===== src/rtl/configs_loader.sv =====
// ----------------------------------------------------------------------------
// configs_loader
//
// Streams NUM_WORDS configuration words from a valid/ready source into a
// latch bank. Each word is presented on io_d_out and written into its latch
// with a one-cycle enable pulse. The pulse is framed by a setup cycle and a
// hold cycle, and io_d_out is constant across all three cycles. A word
// therefore takes at least four cycles: LOAD, SETUP, STROBE and HOLD.
//
// Optional feature: define CONFIGS_LOADER_CHECKSUM_EN to add a CHECK state.
// After the last word, this state accepts one extra word and compares it with
// the running sum of all loaded words, modulo 2^WORD_WIDTH. A mismatch sets
// the sticky io_err flag. With the macro undefined, the CHECK state and the
// checksum register are not built, and io_err is tied to 0.
//
// Ports
//   clk            : single clock, rising edge
//   reset          : synchronous, active-low reset
//   io_start       : pulse; starts a load when idle
//   io_abort       : abandons a load in progress
//   io_in_valid    : upstream word valid
//   io_in_ready    : loader accepts io_in_data this cycle
//   io_in_data     : upstream config word
//   io_d_out       : data bus to the latch bank
//   io_configs_en  : one-hot-or-zero latch enables
//   io_busy        : load in progress
//   io_done        : sticky, last load completed
//   io_err         : sticky checksum mismatch (checksum build only)
// ----------------------------------------------------------------------------
module configs_loader #(
    parameter int NUM_WORDS  = 40,
    parameter int WORD_WIDTH = 32
) (
    input  logic                  clk,
    input  logic                  reset,
    input  logic                  io_start,
    input  logic                  io_abort,
    input  logic                  io_in_valid,
    output logic                  io_in_ready,
    input  logic [WORD_WIDTH-1:0] io_in_data,
    output logic [WORD_WIDTH-1:0] io_d_out,
    output logic [NUM_WORDS-1:0]  io_configs_en,
    output logic                  io_busy,
    output logic                  io_done,
    output logic                  io_err
);

    localparam int INDEX_W = (NUM_WORDS > 1) ? $clog2(NUM_WORDS) : 1;
    localparam logic [INDEX_W-1:0] LAST_INDEX = INDEX_W'(NUM_WORDS - 1);

    typedef enum logic [2:0] {
        IDLE   = 3'd0,
        LOAD   = 3'd1,
        SETUP  = 3'd2,
        STROBE = 3'd3,
`ifdef CONFIGS_LOADER_CHECKSUM_EN
        HOLD   = 3'd4,
        CHECK  = 3'd5
`else
        HOLD   = 3'd4
`endif
    } state_t;

    state_t                state_reg;
    logic [INDEX_W-1:0]    index_reg;
    logic [WORD_WIDTH-1:0] d_out_reg;
    logic [NUM_WORDS-1:0]  en_reg;
    logic                  ready_reg;
    logic                  busy_reg;
    logic                  done_reg;
`ifdef CONFIGS_LOADER_CHECKSUM_EN
    logic                  err_reg;
    logic [WORD_WIDTH-1:0] checksum_reg;
`endif

    // One-hot decode of the current word index. It is loaded into en_reg
    // only on the SETUP->STROBE edge, so the bank sees a single clean pulse.
    logic [NUM_WORDS-1:0] strobe_sel;

    generate
        for (genvar gi = 0; gi < NUM_WORDS; gi++) begin : g_sel
            assign strobe_sel[gi] = (index_reg == INDEX_W'(gi));
        end
    endgenerate

    // ready_reg is high only in LOAD (and in CHECK), so this term is the
    // handshake for whichever of those states is active.
    logic in_accept;
    assign in_accept = io_in_valid && ready_reg;

    always_ff @(posedge clk) begin
        if (!reset) begin
            state_reg    <= IDLE;
            index_reg    <= '0;
            d_out_reg    <= '0;
            en_reg       <= '0;
            ready_reg    <= 1'b0;
            busy_reg     <= 1'b0;
            done_reg     <= 1'b0;
`ifdef CONFIGS_LOADER_CHECKSUM_EN
            err_reg      <= 1'b0;
            checksum_reg <= '0;
`endif
        end else if (io_abort && (state_reg != IDLE)) begin
            // Abort wins over the handshake and over start.
            // io_d_out is deliberately left holding its last word.
            state_reg <= IDLE;
            en_reg    <= '0;
            ready_reg <= 1'b0;
            busy_reg  <= 1'b0;
            done_reg  <= 1'b0;
        end else begin
            case (state_reg)
                IDLE: begin
                    if (io_start) begin
                        state_reg    <= LOAD;
                        index_reg    <= '0;
                        ready_reg    <= 1'b1;
                        busy_reg     <= 1'b1;
                        done_reg     <= 1'b0;
`ifdef CONFIGS_LOADER_CHECKSUM_EN
                        err_reg      <= 1'b0;
                        checksum_reg <= '0;
`endif
                    end
                end

                LOAD: begin
                    if (in_accept) begin
                        d_out_reg    <= io_in_data;
`ifdef CONFIGS_LOADER_CHECKSUM_EN
                        checksum_reg <= checksum_reg + io_in_data;
`endif
                        ready_reg    <= 1'b0;
                        state_reg    <= SETUP;
                    end
                end

                SETUP: begin
                    en_reg    <= strobe_sel;
                    state_reg <= STROBE;
                end

                STROBE: begin
                    en_reg    <= '0;
                    state_reg <= HOLD;
                end

                HOLD: begin
                    if (index_reg == LAST_INDEX) begin
`ifdef CONFIGS_LOADER_CHECKSUM_EN
                        state_reg <= CHECK;
                        ready_reg <= 1'b1;
`else
                        state_reg <= IDLE;
                        busy_reg  <= 1'b0;
                        done_reg  <= 1'b1;
`endif
                    end else begin
                        index_reg <= index_reg + INDEX_W'(1);
                        ready_reg <= 1'b1;
                        state_reg <= LOAD;
                    end
                end

`ifdef CONFIGS_LOADER_CHECKSUM_EN
                CHECK: begin
                    // The check word is consumed without a strobe.
                    // io_d_out keeps the last config word.
                    if (in_accept) begin
                        err_reg   <= (io_in_data != checksum_reg);
                        ready_reg <= 1'b0;
                        busy_reg  <= 1'b0;
                        done_reg  <= 1'b1;
                        state_reg <= IDLE;
                    end
                end
`endif

                default: begin
                    state_reg <= IDLE;
                end
            endcase
        end
    end

    assign io_in_ready   = ready_reg;
    assign io_d_out      = d_out_reg;
    assign io_configs_en = en_reg;
    assign io_busy       = busy_reg;
    assign io_done       = done_reg;
`ifdef CONFIGS_LOADER_CHECKSUM_EN
    assign io_err        = err_reg;
`else
    assign io_err        = 1'b0;
`endif

endmodule


===== config.mk =====
export PLATFORM = sky130hd
export DESIGN_NAME = configs_loader
export DESIGN_NICKNAME = d
export VERILOG_FILES = /design/src/rtl/configs_loader.sv
export SDC_FILE = /design/constraint.sdc
export NUM_CORES = 1
export LEC_CHECK = 0
export BUFFER_PORTS_ARGS = -buffer_cell sky130_fd_sc_hd__buf_2
export CORE_UTILIZATION = 42
export CTS_BUF_LIST = sky130_fd_sc_hd__clkbuf_8
export DETAILED_ROUTE_END_ITERATION = 16
export MAX_ROUTING_LAYER = met4
export PLACE_DENSITY = 0.71
export SYNTH_ARGS = -nofsm -noshare
export SYNTH_HDL_FRONTEND = slang
export SYNTH_SLANG_ARGS = --single-unit

===== constraint.sdc =====
create_clock -name clk -period 1.6 [get_ports clk]
set_input_delay 0.24 -clock clk [delete_from_list [all_inputs] [get_ports clk]]
set_output_delay 0.24 -clock clk [all_outputs]
set_load 0.01 [all_outputs]

; Word-level counts from Yosys, hierarchy flattened
; Index checks and enable logic that the tools add are counted.
[op_classes]
n_bitwise = 2
eq_ne = 47
n_mux = 17
reduce_logical = 14
add_sub_neg = 1
[op_table]
columns = cell, n
row1 = "equality test 6 x 5 -> 1 bit, second input constant", 16
row2 = case mux 40 bit (2 select lines), 1
row3 = "equality test 6 x 4 -> 1 bit, second input constant", 8
row4 = "equality test 6 bit, second input constant", 8
row5 = "equality test 6 x 3 -> 1 bit, second input constant", 4
row6 = case mux 3 bit (5 select lines), 1
row7 = "equality test 6 x 2 -> 1 bit, second input constant", 2
row8 = 2-to-1 mux 6 bit, 2
row9 = case mux 6 bit (2 select lines), 1
row10 = "!= test 2 bit, second input constant", 4
row11 = AND reduction 4 bit, 2
row12 = 2-to-1 mux 1 bit, 7
row13 = "adder 6 x 1 -> 6 bit, second input constant", 1
row14 = "equality test 3 x 2 -> 1 bit, second input constant", 2
row15 = "equality test 6 x 1 -> 1 bit, second input constant", 1
row16 = zero test 6 bit, 1
row17 = 2-to-1 mux 3 bit, 2
row18 = AND reduction 3 bit, 2
row19 = nonzero test 3 bit, 2
row20 = case mux 1 bit (2 select lines), 2
row21 = nonzero test 2 bit, 2
row22 = "equality test 3 x 1 -> 1 bit, second input constant", 1
row23 = "equality test 3 bit, second input constant", 1
row24 = zero test 3 bit, 1
row25 = other kinds (5), 7
[totals]
wordCells = 88
in_bits = 37
register_bits = 84

; Logic depth before layout (Yosys ltp)
[logic_depth]
depth_word = 4
depth_mapped = 7
mapped_depth_nobuf = 4

; Least setup slack after synthesis
; No wires, ideal clock.
[synth_path]
path_kind = flip-flop to flip-flop
from = reg state_reg[1]
to = reg index_reg[4]
path_slack_ns = 0.050
stages_incl_launch_ff = 6
t_arrival_ns = 1.432
path_cell_list = dfxtp_1 buf_6 or3b_2 o21ai_1 o22ai_1 a32o_1
[synth_via]
elab_chain_len = 4
word_cells_on_any_way = 10
classes_between = eq/ne: 3 / mux: 1 / bitwise: 1 / reduce/logical: 5
[synth_rtl]
columns = element, line_no
row1 = "start, declared", 64  ; state_t state_reg;
row2 = "start signal, assigned", 93  ; state_reg <= IDLE;
row3 = "start signal, assigned", 107  ; state_reg <= IDLE;
row4 = "start signal, assigned", 116  ; state_reg <= LOAD;
row5 = branches (longest 4 deep; another with AND reduction 4 bit), -
row6 = "end signal, assigned", 160  ; index_reg <= index_reg + INDEX_W'(1);
row7 = "end, declared", 65  ; logic [INDEX_W-1:0] index_reg;
; Several ways; the timed one is not identified.
; A chain may end at the register's enable or synchronous reset.

; Worst setup path after layout
[layout_path]
from = reg state_reg[0]
to = reg index_reg[4]
; The elaborated chain is that of the path after synthesis.

==> tab_implementation.tex <==
\begin{tabular}{lr}
\hline
Metric & Value \\
\hline
\multicolumn{2}{l}{\textbf{Power and ir drop}} \\
\quad Clock power frac & 0.384 \\
\quad Logic pwr share & 0.070 \\
\quad Net switching component of the power & 0.9306 mW \\
\quad Leakage power total & 1.886 nW \\
\quad Pwr per Cell Area & 891.9 nW/um\^{}2 \\
\quad Register share of total power & 0.545 \\
\quad Switching portion of total power & 0.2389 \\
\quad Worst voltage drop across the vdd grid & 626.6 uV \\
\quad Int Pwr & 2.964 mW \\
\multicolumn{2}{l}{\textbf{Final layout}} \\
\quad Share of cells above drive strength 1 & 0.3446 \\
\quad Area taken by multi-input logic gates & 1496 um\^{}2 \\
\quad Count of inserted antenna diode cells & 0 \\
\quad Final std cells w/o fill & 607 \\
\quad Growth of design area from synthesis to finish & 30.32\% \\
\quad Area of all sequential standard cells & 1685 um\^{}2 \\
\quad Number of filler instances in the final layout & 739 \\
\quad Largest register FFs & 40 \\
\quad Number of nets at the end of the flow & 541 \\
\quad Cell area after layout & 4367 um\^{}2 \\
\multicolumn{2}{l}{\textbf{Drt}} \\
\quad Number of iterations in the first detailed-routing pass & 4 \\
\quad Amount of wire on met2 after detailed routing & 3961 um \\
\quad WL per Instance & 13.78 um \\
\quad Met3 Wirelength & 493 um \\
\quad Routed vias/inst & 5.214 \\
\quad Remaining antenna violation count after routing & 0 \\
\quad Met1 WL & 3812 um \\
\quad Max layer used & met4 \\
\quad Total wire length after detailed routing & 8365 um \\
\quad Iteration-0 DRC count of the detailed router & 176 \\
\quad Post-detailed-route DRC marker count & 0 \\
\quad Routed vias & 3,165 \\
\multicolumn{2}{l}{\textbf{Yosys}} \\
\quad Synth Flop Type & sky130\_fd\_sc\_hd\_\_dfxtp\_1 \\
\quad Multiplexer area fraction after synthesis & 0.005975 \\
\quad Synth async-reset ratio & 0 \\
\quad Leading post-synthesis cells by instance count & sky130\_fd\_sc\_hd\_\_dfxtp\_1 (84), sky130\_fd\_sc\_hd\_\_nand2\_1 (74), sky130\_fd\_sc\_hd\_\_nor2\_1 (42) \\
\quad Synth Net Count & 421 \\
\quad Number of unique standard cell types used by synthesis & 44 \\
\quad Main combinational cell family by area after synthesis & compound AO/OA/AOI/OAI gates \\
\quad Area of the mapped netlist & 3351 um\^{}2 \\
\quad Sequential-to-total area share from yosys stat & 0.5019 \\
\quad Number of flops mapped to enable cells by yosys & 0 \\
\quad Adder and majority cell fraction of the synthesized area & 0.01494 \\
\quad Syn avg cell area & 8.818 um\^{}2 \\
\quad Cells after Synth & 380 \\
\quad Area fraction in compound gates after synthesis & 0.2143 \\
\quad Share of Yosys cell area claimed by the top area cell type & 0.5019 \\
\quad Post-synthesis sequential element count & 84 \\
\quad Total number of yosys warnings & 0 \\
\quad Synth top area cells & sky130\_fd\_sc\_hd\_\_dfxtp\_1 (50\%), sky130\_fd\_sc\_hd\_\_nand2\_1 (8.3\%), sky130\_fd\_sc\_hd\_\_a21boi\_1 (6.7\%) \\
\quad Basic-gate share of the synthesized area counting and, or, nand and nor cells & 0.2028 \\
\quad Top-count cell post-synth & sky130\_fd\_sc\_hd\_\_dfxtp\_1 \\
\quad Xor and xnor fraction of the mapped netlist area & 0 \\
\quad Library cell occupying the most area in the post-synthesis netlist & sky130\_fd\_sc\_hd\_\_dfxtp\_1 \\
\multicolumn{2}{l}{\textbf{Die}} \\
\quad IO Count & 113 \\
\quad Die area & 8339 um\^{}2 \\
\quad Floorplan die width & 91.32 um \\
\quad Floorplan die height & 91.32 um \\
\quad Area of the placeable core & 7727 um\^{}2 \\
\quad Initial core utilization & 0.4336 \\
\quad Std-Cell Rows & 32 \\
\multicolumn{2}{l}{\textbf{CTS}} \\
\quad Cts bufs inserted & 9 \\
\quad CTS sink count & 84 \\
\quad Clock Path Buffers & 2 \\
\quad Clock latency on the worst-skew pair & 340 ps \\
\quad \# H-tree levels & 3 \\
\quad Cts-stage hold buffer count & 0 \\
\quad Root Buffer Master & sky130\_fd\_sc\_hd\_\_clkbuf\_8 \\
\quad CTS clock-pin slew for the worst setup and hold paths & 90 ps \\
\quad Clock tree from TritonCTS & done \\
\multicolumn{2}{l}{\textbf{Critical path}} \\
\quad RR Startpoint & state\_reg[0] \\
\quad Launch point of the worst path & state\_reg[0] \\
\quad Crit path arrival time & 1780 ps \\
\quad Setup Crit Path Kind & reg2reg \\
\quad CP Launch Type & flop \\
\quad Critical path endpoint category & flop \\
\quad Critical Path Fanout Max & 7 \\
\quad Required time of the critical path & 1840 ps \\
\multicolumn{2}{l}{\textbf{Status}} \\
\quad Outcome & finished clean \\
\multicolumn{2}{l}{\textbf{Global route}} \\
\quad Largest net degree at the start of global routing & 46 \\
\quad Via count of the first global-routing pass & 2,939 \\
\quad First-pass GRT wire length & 13,690 um \\
\quad Overflow after GRT & 0 \\
\quad Global-route usage over all layers & 0.2088 \\
\quad Antenna violations before repair & 0 \\
\multicolumn{2}{l}{\textbf{Hold path}} \\
\quad Hold/Removal Path Class & in2reg \\
\quad HP Start & io\_in\_data[23] \\
\multicolumn{2}{l}{\textbf{STA}} \\
\quad Worst hold margin & 125.7 ps \\
\quad Setup TNS & 0 ps \\
\quad Number of pins with negative max-slew slack in the final report & 0 \\
\quad Final period demand of the worst path & 1547 ps \\
\quad Hold violation count in the final report & 0 \\
\quad Number of failing setup endpoints in the final timing report & 0 \\
\quad Setup clock skew after layout & 11.58 ps \\
\quad Share of the cycle needed by the critical path after routing & 0.9669 \\
\quad RSZ-0062 raised after global routing & no \\
\quad Max frequency & 646.4 MHz \\
\multicolumn{2}{l}{\textbf{Placed design}} \\
\quad Half-perimeter wire length after detailed placement & 5857 um \\
\quad Total instance count after detailed placement & 589 \\
\quad Count of input and output buffers & 111 \\
\quad Routability-driven placement congestion ratio & 0.8580 \\
\quad Post-DP Area & 4134 um\^{}2 \\
\multicolumn{2}{l}{\textbf{Run}} \\
\quad \# Max-Cap Violations & 0 \\
\hline
\end{tabular}
## layout make-up
class,count,area share
inverters,7,0.006017
repair buffers,143,0.1908
multi-input cells,255,0.3427
clock inverters,7,0.01691
well taps,102,0.02923
flip-flops and latches,84,0.3860
clock buffers,9,0.02837
## through the flow
stage	power, mW	worst slack (ps)	utilization
after global routing	4.065	0.6180	0.5651
final	3.895	52.95	0.5651
after floorplan	2.312	50.19	-
after CTS	3.938	27.74	0.5631
after detailed placement	2.441	-8.634	0.5350
after global placement	2.436	60.97	0.5350
## critical path, cell delays in order, from the launching register on
cell                      delay (ps)
sky130_fd_sc_hd__dfxtp_2         360
sky130_fd_sc_hd__or4b_4          560
sky130_fd_sc_hd__a21oi_4         210
sky130_fd_sc_hd__o22ai_1         120
sky130_fd_sc_hd__a32o_1          200
## power groups by stage
stage	Combinational (mW)	Sequential [mW]	Clock, mW
global route	0.301	2.13	1.64
floorplan	0.132	2.18	0
global placement	0.267	2.17	0
finish	0.274	2.12	1.50
detailed placement	0.269	2.17	0
CTS	0.271	2.12	1.55
## logic make-up (layout without fill, tap and decap cells)
family | Yosys count | after routing
and+or+nand+nor | 152 | 152
AOI/OAI and AO/OA | 96 | 96
DFF | 84 | 84
buffers and inverters | 41 | 166
adders and majority gates | 4 | 4
muxes | 2 | 2
other | 1 | 1
## final timing paths
kind                        to  slack (ps)  depth (start not counted)
hold / removal    io_d_out[23]         130                          3
setup reg to reg  index_reg[4]          50                          4
hold reg to reg    io_d_out[1]         450                          2
setup / recovery  index_reg[4]          50                          4
## cell usage in the layout, fill, tap and decap left out, types with 2 or more instances in the layout
cell / Yosys / final
sky130_fd_sc_hd__buf_2: 8 / 111
sky130_fd_sc_hd__dfxtp_1: 84 / 81
sky130_fd_sc_hd__nand2_1: 74 / 74
sky130_fd_sc_hd__nor2_1: 42 / 41
sky130_fd_sc_hd__a21boi_1: 30 / 30
sky130_fd_sc_hd__buf_4: 1 / 29
sky130_fd_sc_hd__a32oi_1: 24 / 24
sky130_fd_sc_hd__a21oi_1: 12 / 12
sky130_fd_sc_hd__a22oi_1: 10 / 10
sky130_fd_sc_hd__nand4_1: 9 / 9
sky130_fd_sc_hd__clkbuf_8: 0 / 9
sky130_fd_sc_hd__nor3_1: 7 / 7
sky130_fd_sc_hd__inv_1: 6 / 6
sky130_fd_sc_hd__o21ai_0: 6 / 6
sky130_fd_sc_hd__nand3_1: 4 / 4
sky130_fd_sc_hd__ha_1: 4 / 4
sky130_fd_sc_hd__nand2b_1: 4 / 3
sky130_fd_sc_hd__a21boi_0: 3 / 3
sky130_fd_sc_hd__buf_12: 0 / 3
sky130_fd_sc_hd__dfxtp_2: 0 / 3
sky130_fd_sc_hd__and3_1: 2 / 2
sky130_fd_sc_hd__mux2i_1: 2 / 2
sky130_fd_sc_hd__nor4_1: 2 / 2
sky130_fd_sc_hd__inv_6: 0 / 2
sky130_fd_sc_hd__clkinv_2: 0 / 2
## per-layer routing
layer,track usage,vias to the layer above
li1,-,1564
met1,0.2584,1486
met2,0.3352,107
met3,0.04355,8
met4,0.07937,0
met5,-,-
## what timing repair did
action                                  in CTS  in global routing
hold endpoints to repair                     0                  0
endpoints found under the setup margin       2                 34
cloned                                       0                  0
buffers inserted                             2                  0
gates resized for setup                      2                  5
pin swaps                                    0                  0
(Power assumes the default switching activity.)
